<file path="config.mk">
export PLATFORM = sky130hd
export DESIGN_NAME = hal2
export DESIGN_NICKNAME = d
export VERILOG_FILES = /design/src/rtl/hal2.sv
export SDC_FILE = /design/constraint.sdc
export NUM_CORES = 2
export LEC_CHECK = 0
export CAP_MARGIN = 15
export CORE_MARGIN = 8
export CORE_UTILIZATION = 57
export CTS_CLUSTER_SIZE = 12
export DETAILED_ROUTE_END_ITERATION = 8
export PLACE_DENSITY = 0.84
export SETUP_SLACK_MARGIN = 0.15
export SYNTH_ARGS = -nofsm -noshare
export SYNTH_HDL_FRONTEND = slang
export SYNTH_SLANG_ARGS = --single-unit
export TNS_END_PERCENT = 10
</file>
<file path="constraint.sdc">
create_clock -name clk -period 15 [get_ports clk]
set_clock_uncertainty 0.1 [all_clocks]
set_input_delay 3 -clock clk [delete_from_list [all_inputs] [get_ports clk]]
set_output_delay 3 -clock clk [all_outputs]
set_load 0.005 [all_outputs]
</file>
<file path="src/rtl/hal2.sv">
// HAL2: a tiny accumulator machine with a unified word memory.
// Each instruction takes two cycles: FETCH latches the low 16 bits of mem[pc]
// into ir, and EXEC performs the operation and retires it.
// A program is loaded through the prog_* port while the machine is halted.
// Eight constant registers r[i]=i supply operands for ADR.
module hal2 #(
  parameter int DATA_W = 32,
  parameter int ADDR_W = 5,
  parameter int CNT_W  = 16
) (
  input  logic              clk,
  input  logic              reset,
  input  logic              run,
  input  logic              prog_we,
  input  logic [ADDR_W-1:0] prog_addr,
  input  logic [DATA_W-1:0] prog_data,
  output logic [DATA_W-1:0] prog_rdata,
  output logic [ADDR_W-1:0] pc,
  output logic [DATA_W-1:0] acc,
  output logic              halted,
  output logic [CNT_W-1:0]  instr_count
);

  localparam int DEPTH = 1 << ADDR_W;

  localparam logic [2:0] OP_JMP = 3'b000;
  localparam logic [2:0] OP_JRP = 3'b001;
  localparam logic [2:0] OP_LDA = 3'b010;
  localparam logic [2:0] OP_STO = 3'b011;
  localparam logic [2:0] OP_SUB = 3'b100;
  localparam logic [2:0] OP_SKN = 3'b101;
  localparam logic [2:0] OP_ADR = 3'b110;
  localparam logic [2:0] OP_HLT = 3'b111;

  typedef enum logic [1:0] {
    ST_HALT  = 2'd0,
    ST_FETCH = 2'd1,
    ST_EXEC  = 2'd2
  } state_t;

  // Saturating increment: the counter sticks at all-ones instead of wrapping.
  function automatic logic [CNT_W-1:0] sat_inc(input logic [CNT_W-1:0] v);
    logic [CNT_W-1:0] r;
    if (&v) begin
      r = v;
    end else begin
      r = v + {{(CNT_W-1){1'b0}}, 1'b1};
    end
    return r;
  endfunction

  // Architectural state
  logic [DATA_W-1:0] mem [DEPTH];
  state_t            state_r;
  logic [15:0]       ir_r;
  logic [ADDR_W-1:0] pc_r;
  logic [DATA_W-1:0] acc_r;
  logic [CNT_W-1:0]  cnt_r;
  logic              halted_r;
  logic [DATA_W-1:0] regs_r [8];

  // Decoded instruction fields
  logic [2:0]        op_s;
  logic [ADDR_W-1:0] a_s;
  logic [2:0]        ra_s;
  logic [2:0]        rb_s;

  // The core's single read port: pc during FETCH, operand address otherwise
  logic [ADDR_W-1:0] rd_addr_s;
  logic [DATA_W-1:0] rd_data_s;

  // Results of the instruction currently in EXEC
  logic [ADDR_W-1:0] pc_next_s;
  logic [DATA_W-1:0] acc_next_s;

  // Memory write port (program loader in HALT or STO in EXEC)
  logic              mem_we_s;
  logic [ADDR_W-1:0] mem_waddr_s;
  logic [DATA_W-1:0] mem_wdata_s;

  // Operand-address bits above ADDR_W are deliberately ignored
  logic unused_ir_s;

  assign op_s        = ir_r[15:13];
  assign a_s         = ir_r[ADDR_W-1:0];
  assign ra_s        = ir_r[12:10];
  assign rb_s        = ir_r[2:0];
  assign unused_ir_s = ^ir_r;

  assign rd_addr_s = (state_r == ST_EXEC) ? a_s : pc_r;
  assign rd_data_s = mem[rd_addr_s];

  assign prog_rdata  = mem[prog_addr];
  assign pc          = pc_r;
  assign acc         = acc_r;
  assign halted      = halted_r;
  assign instr_count = cnt_r;

  // Compute the single pc update and accumulator result of the EXEC opcode
  always_comb begin
    pc_next_s  = pc_r + {{(ADDR_W-1){1'b0}}, 1'b1};
    acc_next_s = acc_r;
    case (op_s)
      OP_JMP: begin
        pc_next_s = a_s;
      end
      OP_JRP: begin
        pc_next_s = pc_r + a_s;
      end
      OP_LDA: begin
        acc_next_s = rd_data_s;
      end
      OP_STO: begin
        acc_next_s = acc_r;
      end
      OP_SUB: begin
        acc_next_s = acc_r - rd_data_s;
      end
      OP_SKN: begin
        if (acc_r[DATA_W-1]) begin
          pc_next_s = pc_r + {{(ADDR_W-2){1'b0}}, 2'd2};
        end else begin
          pc_next_s = pc_r + {{(ADDR_W-1){1'b0}}, 1'b1};
        end
      end
      OP_ADR: begin
        acc_next_s = regs_r[ra_s] + regs_r[rb_s];
      end
      OP_HLT: begin
        pc_next_s = pc_r + {{(ADDR_W-1){1'b0}}, 1'b1};
      end
      default: begin
        pc_next_s  = pc_r + {{(ADDR_W-1){1'b0}}, 1'b1};
        acc_next_s = acc_r;
      end
    endcase
  end

  // Select the memory writer; the loader and STO never overlap because of state
  always_comb begin
    mem_we_s    = 1'b0;
    mem_waddr_s = prog_addr;
    mem_wdata_s = prog_data;
    if (reset) begin
      mem_we_s = 1'b0;
    end else if ((state_r == ST_HALT) && prog_we) begin
      mem_we_s    = 1'b1;
      mem_waddr_s = prog_addr;
      mem_wdata_s = prog_data;
    end else if ((state_r == ST_EXEC) && (op_s == OP_STO)) begin
      mem_we_s    = 1'b1;
      mem_waddr_s = a_s;
      mem_wdata_s = acc_r;
    end else begin
      mem_we_s = 1'b0;
    end
  end

  // Unified memory: contents survive reset, one write per cycle
  always_ff @(posedge clk) begin
    if (mem_we_s) begin
      mem[mem_waddr_s] <= mem_wdata_s;
    end
  end

  // Control FSM with registered pc, acc, ir, counter and halted flag
  always_ff @(posedge clk) begin
    if (reset) begin
      state_r  <= ST_HALT;
      halted_r <= 1'b1;
      pc_r     <= '0;
      acc_r    <= '0;
      ir_r     <= 16'h0000;
      cnt_r    <= '0;
      for (int i = 0; i < 8; i++) begin
        regs_r[i] <= DATA_W'(i);
      end
    end else begin
      case (state_r)
        ST_HALT: begin
          if (run) begin
            state_r  <= ST_FETCH;
            halted_r <= 1'b0;
          end else begin
            state_r  <= ST_HALT;
            halted_r <= 1'b1;
          end
        end
        ST_FETCH: begin
          ir_r     <= rd_data_s[15:0];
          state_r  <= ST_EXEC;
          halted_r <= 1'b0;
        end
        ST_EXEC: begin
          pc_r  <= pc_next_s;
          acc_r <= acc_next_s;
          cnt_r <= sat_inc(cnt_r);
          if (op_s == OP_HLT) begin
            state_r  <= ST_HALT;
            halted_r <= 1'b1;
          end else begin
            state_r  <= ST_FETCH;
            halted_r <= 1'b0;
          end
        end
        default: begin
          state_r  <= ST_HALT;
          halted_r <= 1'b1;
        end
      endcase
    end
  end

endmodule

</file>
# [Word-level counts from Yosys, hierarchy flattened]
# Memory sizes are Yosys's and may differ from the RTL's. A register that Yosys moved wholly into a read port is not among the register bits.
# Cells that the tools add are included.
[op_classes] n_addsub=6 n_eq_ne=9 mux=27 n_bitwise=1 reduce_logical=8
[ops] operator="$mux W32" n=3
[ops] operator="$pmux W32 S3" n=1
[ops] operator="$add A32 B32 Y32" n=1
[ops] operator="$sub A32 B32 Y32" n=1
[ops] operator="$mux W5" n=5
[ops] operator="$add A16 B1 Y16 const B" n=1
[ops] operator="$reduce_and A16 Y1" n=1
[ops] operator="$pmux W5 S3" n=1
[ops] operator="$eq A3 B3 Y1 const B" n=4
[ops] operator="$mux W3" n=4
[ops] operator="$mux W1" n=11
[ops] operator="$eq A3 B2 Y1 const B" n=2
[ops] operator="$pmux W2 S3" n=1
[ops] operator="$add A5 B1 Y5 const B" n=1
[ops] operator="$add A5 B2 Y5 const B" n=1
[ops] operator="$add A5 B5 Y5" n=1
[ops] operator="$reduce_and A2 Y1" n=2
[ops] operator="$eq A3 B1 Y1 const B" n=1
[ops] operator="$logic_not A3 Y1" n=1
[ops] operator="$pmux W1 S3" n=1
[ops] operator="$reduce_bool A3 Y1" n=1
[ops] operator="$eq A2 B1 Y1 const B" n=1
[ops] operator="$eq A2 B2 Y1 const B" n=1
[ops] operator="$logic_and A1 B1 Y1" n=2
[ops] operator="2 further kinds" n=2
[word_totals] ff_bits=72 ram_bits=1048 inputBits=41 out_inout_bits=86 wordCells=59 n_memories=2
[mem_list] name="mem" words=32 word_bits=32 rd=2 rd_clocked_by_memory_dff=0 wr=1 line_no="53" text="logic [DATA_W-1:0] mem [DEPTH];"
[mem_list] name="regs_r" words=8 word_bits=3 rd=2 rd_clocked_by_memory_dff=2 wr=8 line_no="60" text="logic [DATA_W-1:0] regs_r [8];"

# [Depth between registers and ports, before layout]
[depth] depth_word=7 depth_mapped=30

# [Worst setup path after synthesis]
# OpenSTA, ideal clock, no wires.
[synth_path] path_kind="input -> output" startpoint="input prog_addr[0]" endpoint="output prog_rdata[2]" t_arrival_ns=5.386 required_time_ns=11.900 setup_slack_ns=6.514 path_stages=7 n_path_buf=4 path_cell_list="clkbuf_1 -> clkbuf_1 -> clkbuf_1 -> clkbuf_1 -> mux4_2 -> mux4_2 -> mux2_2"
[synth_between] elab_chain_cells=1
[synth_rtl] element="from (decl)" line_no="15" text="input logic [ADDR_W-1:0] prog_addr,"
[synth_rtl] element="$mem_v2 Z32 W32"
[synth_rtl] element="to (decl)" line_no="17" text="output logic [DATA_W-1:0] prog_rdata,"
# No other way between the ends.

# [Final worst setup path]
[layout_path] startpoint="input prog_addr[1]" endpoint="output prog_rdata[8]"
# The elaborated chain is that of the path after synthesis.

==> impl_metrics.yaml <==
outcome:
  outcome: "finished, final reports clean"
routing:
  final_antenna_net_count: 0
  drt_iter0_markers: 6218
  remaining_design_rule_violation_count: 0
  via_per_inst: 7.51
  wirelength_um: 169000
  drt-wirelength-per-cell_um: 34.9
  number_of_vias_after_detailed_routing: 36326
  detailedRoute.firstPassIterationCount: 6
setup_path:
  reg2reg_setup_slack_ns: 7.68
  arrival_ns: 6.50
  path_class: "input pin to output pin"
  worst_setup_path_end_kind: "output pin"
  regToRegStartpoint: "state_r[1]"
  ff2ff_path_depth: 16
  critical_path_required_ns: 11.90
  crit_path_max_fanout: 74
  crit-reg2reg-capture: "acc[22]"
  critical_path.startpoint_type: "input pin"
timing:
  relSlewSlack_pct: 19.3
  setup_total_negative_slack_ns: 0
  report.final.hold_viol_count: 0
  fmaxAchievable_mhz: 104
  setup_viol: 0
  final-max-slew-violation-count: 0
  grt_setup_unrepaired: "no"
  tightest_slew_ns: 1.21
  finalWorstSetupSlack_ns: 5.40
  layout_min_cycle_time_ns: 9.60
  post-route-period-util_pct: 64.0
cts:
  cts_tree: "yes"
  clockBufferDepth: 3
  ctsRootBufferMaster: "sky130_fd_sc_hd__clkbuf_16"
  clock_latency_ns: 0.69
  hold_buffers: 0
  tritoncts_num_sinks: 1097
  clk_pin_slew_ns: 0.06
  post-cts-setup-buffers: 0
  cts_resized: 0
  cts_inserted_buffers: 110
  cts_max_level: 3
synth:
  netlist_area_mm2: 0.0540
  syn_area_per_cell_um2: 15.6
  ys_dominant_reg_cell: "sky130_fd_sc_hd__edfxtp_1"
  postSynthRegisterBits: 1097
  synth.lib_cells_used.distinct: 97
  total_of_warnings_raised_by_yosys: 0
  yosys.area.top_type: "sky130_fd_sc_hd__edfxtp_1"
  postSynthCellCount: 3457
  net_count_after_synthesis: 3530
  portion_of_synthesized_cell_area_occupied_by_the_leading_cell_type_pct: 56.9
  synth_enable_flop_cells: 1024
  ys_top_cells_by_area: "sky130_fd_sc_hd__edfxtp_1 57%, sky130_fd_sc_hd__mux4_2 20%, sky130_fd_sc_hd__nand2_1 3.4%"
  async_reset_ff_share_pct: 0
  ys_seq_area_share_pct: 59.6
placement:
  place_ws_ns: 5.34
  gpl.final_weighted_congestion: 0.972
  dp_hpwl_um: 92400
  port_buffers: 126
job:
  cap_violations: 0
grt:
  grt_pass1_vias: 36674
  grt_pass1_wl_um: 243000
  globalRoute.totalOverflow: 0
  grt_util_all_layers_pct: 31.8
  grt_antenna_before_repair: 2
  grt_start_max_net_pins: 180
die:
  placeableCoreArea_mm2: 0.0944
  die_y_um: 324
  rows: 113
  fp.dieW_um: 324
  dieArea_mm2: 0.105
  boundaryPins: 127
  initial_utilization_pct: 57.2
pwr:
  totalPowerFinal_mw: 6.63
  peakVddDrop_mv: 0.0926
  power_per_cell_area_mw_per_mm2: 111
  p_leak_nw: 19.5
finish:
  layout_net_count: 3579
  flow.area_growth_from_synthesis_pct: 10.6
  layout_common_cells: "1024 x sky130_fd_sc_hd__edfxtp_1, 485 x sky130_fd_sc_hd__nand2_1, 472 x sky130_fd_sc_hd__mux4_2"
  antenna_cells: 0
  final_common_cell: "sky130_fd_sc_hd__edfxtp_1"
  final_layout_size_suffix_gt1_share_pct: 23.2
hold_path:
  hold_path_class: "register to register"
  hold_depth: 2
  min_from: "instr_count[9]"
  worst_hold_path_endpoint: "instr_count[9]"
-- metal layers --
metal  track usage [%]  part of all wire [%]  up-vias
met5                 0                 0.027        -
met4              19.1                   7.1        6
met3              11.3                    18      803
met2              47.1                    44     3669
met1              40.4                    31    17769
li1                  -                     -    14079
-- worst max-delay path, cell delays in order --
cell and delay [ns]:
sky130_fd_sc_hd__buf_8 0.58, sky130_fd_sc_hd__buf_4 0.86, sky130_fd_sc_hd__mux4_2 0.60, sky130_fd_sc_hd__mux4_2 0.51, sky130_fd_sc_hd__mux2_2 0.32, sky130_fd_sc_hd__clkdlybuf4s50_1 0.46
-- how the worst max path moves through the flow --
stage	cells past startpoint	endpoint	startpoint
after floorplan	7	prog_rdata[2]	prog_addr[0]
after global placement	6	prog_rdata[8]	prog_addr[1]
after detailed placement	6	prog_rdata[2]	prog_addr[1]
after CTS	6	prog_rdata[15]	prog_addr[1]
after global routing	6	prog_rdata[15]	prog_addr[1]
final	6	prog_rdata[8]	prog_addr[1]
-- registers in the layout, indices dropped and copies added (netlist names), named ones only --
signal and flops:
pc 5, instr_count 16, mem 1024, ir_r 11, acc 32, halted 1, state_r 2
-- cell families (layout without fill, tap and decap cells) --
kind of cell             Yosys count  in the layout  share of synthesized area, %
buffers and inverters            288            406                          2.50
flip-flops                      1097           1097                          59.6
AO/OA/AOI/OAI                    426            426                          5.66
XOR/XNOR                          42             42                         0.694
adder cells (fa/ha/maj)           41             41                         0.958
multiplexers                     644            644                          23.1
AND/OR/NAND/NOR                  919            919                          7.54
-- synth_stat cells (all sizes together), types with 14 or more instances --
cell type / number
a211oi: 26
a32o: 28
a21oi: 62
and3: 31
nand3: 132
buf: 111
inv: 23
a311oi: 23
a32oi: 37
nand2: 486
nor2: 142
o21ai: 66
a31oi: 63
a221oi: 14
xnor2: 19
xor2: 23
or3: 19
a21o: 20
dfxtp: 73
o22ai: 14
ha: 29
mux2i: 108
mux4: 472
mux2: 64
clkbuf: 153
edfxtp: 1024
nor3: 40
-- stage by stage --
stage / area (um^2) / instances / utilization (%) / hold WS [ns]
finish: 59800 / 4840 / 63.3 / 0.397
floorplan: 54000 / 3457 / - / 0.373
global route: 59800 / 4840 / 63.3 / 0.427
CTS: 59700 / 4838 / 63.2 / 0.399
global placement: 56500 / 4657 / 59.9 / 0.382
detailed placement: 56500 / 4657 / 59.9 / 0.390
-- power by group --
part / leakage, nW / switching (mW) / internal (mW)
clock network: 1.56 / 1.15 / 1.40
logic: 8.15 / 0.424 / 0.283
registers: 9.80 / 0.0207 / 3.36
-- final cells by class --
| cell class | instances | area [um^2] |
|---|---|---|
| clock inverters | 33 | 201 |
| flip-flops and latches | 1097 | 32200 |
| repair buffers | 201 | 1880 |
| inverters | 24 | 90.1 |
| well taps | 1265 | 1580 |
| multi-input cells | 2072 | 20800 |
| clock buffers | 148 | 2990 |
| fillers | 6256 | 34700 |
Power figures use the tool's default switching activity.
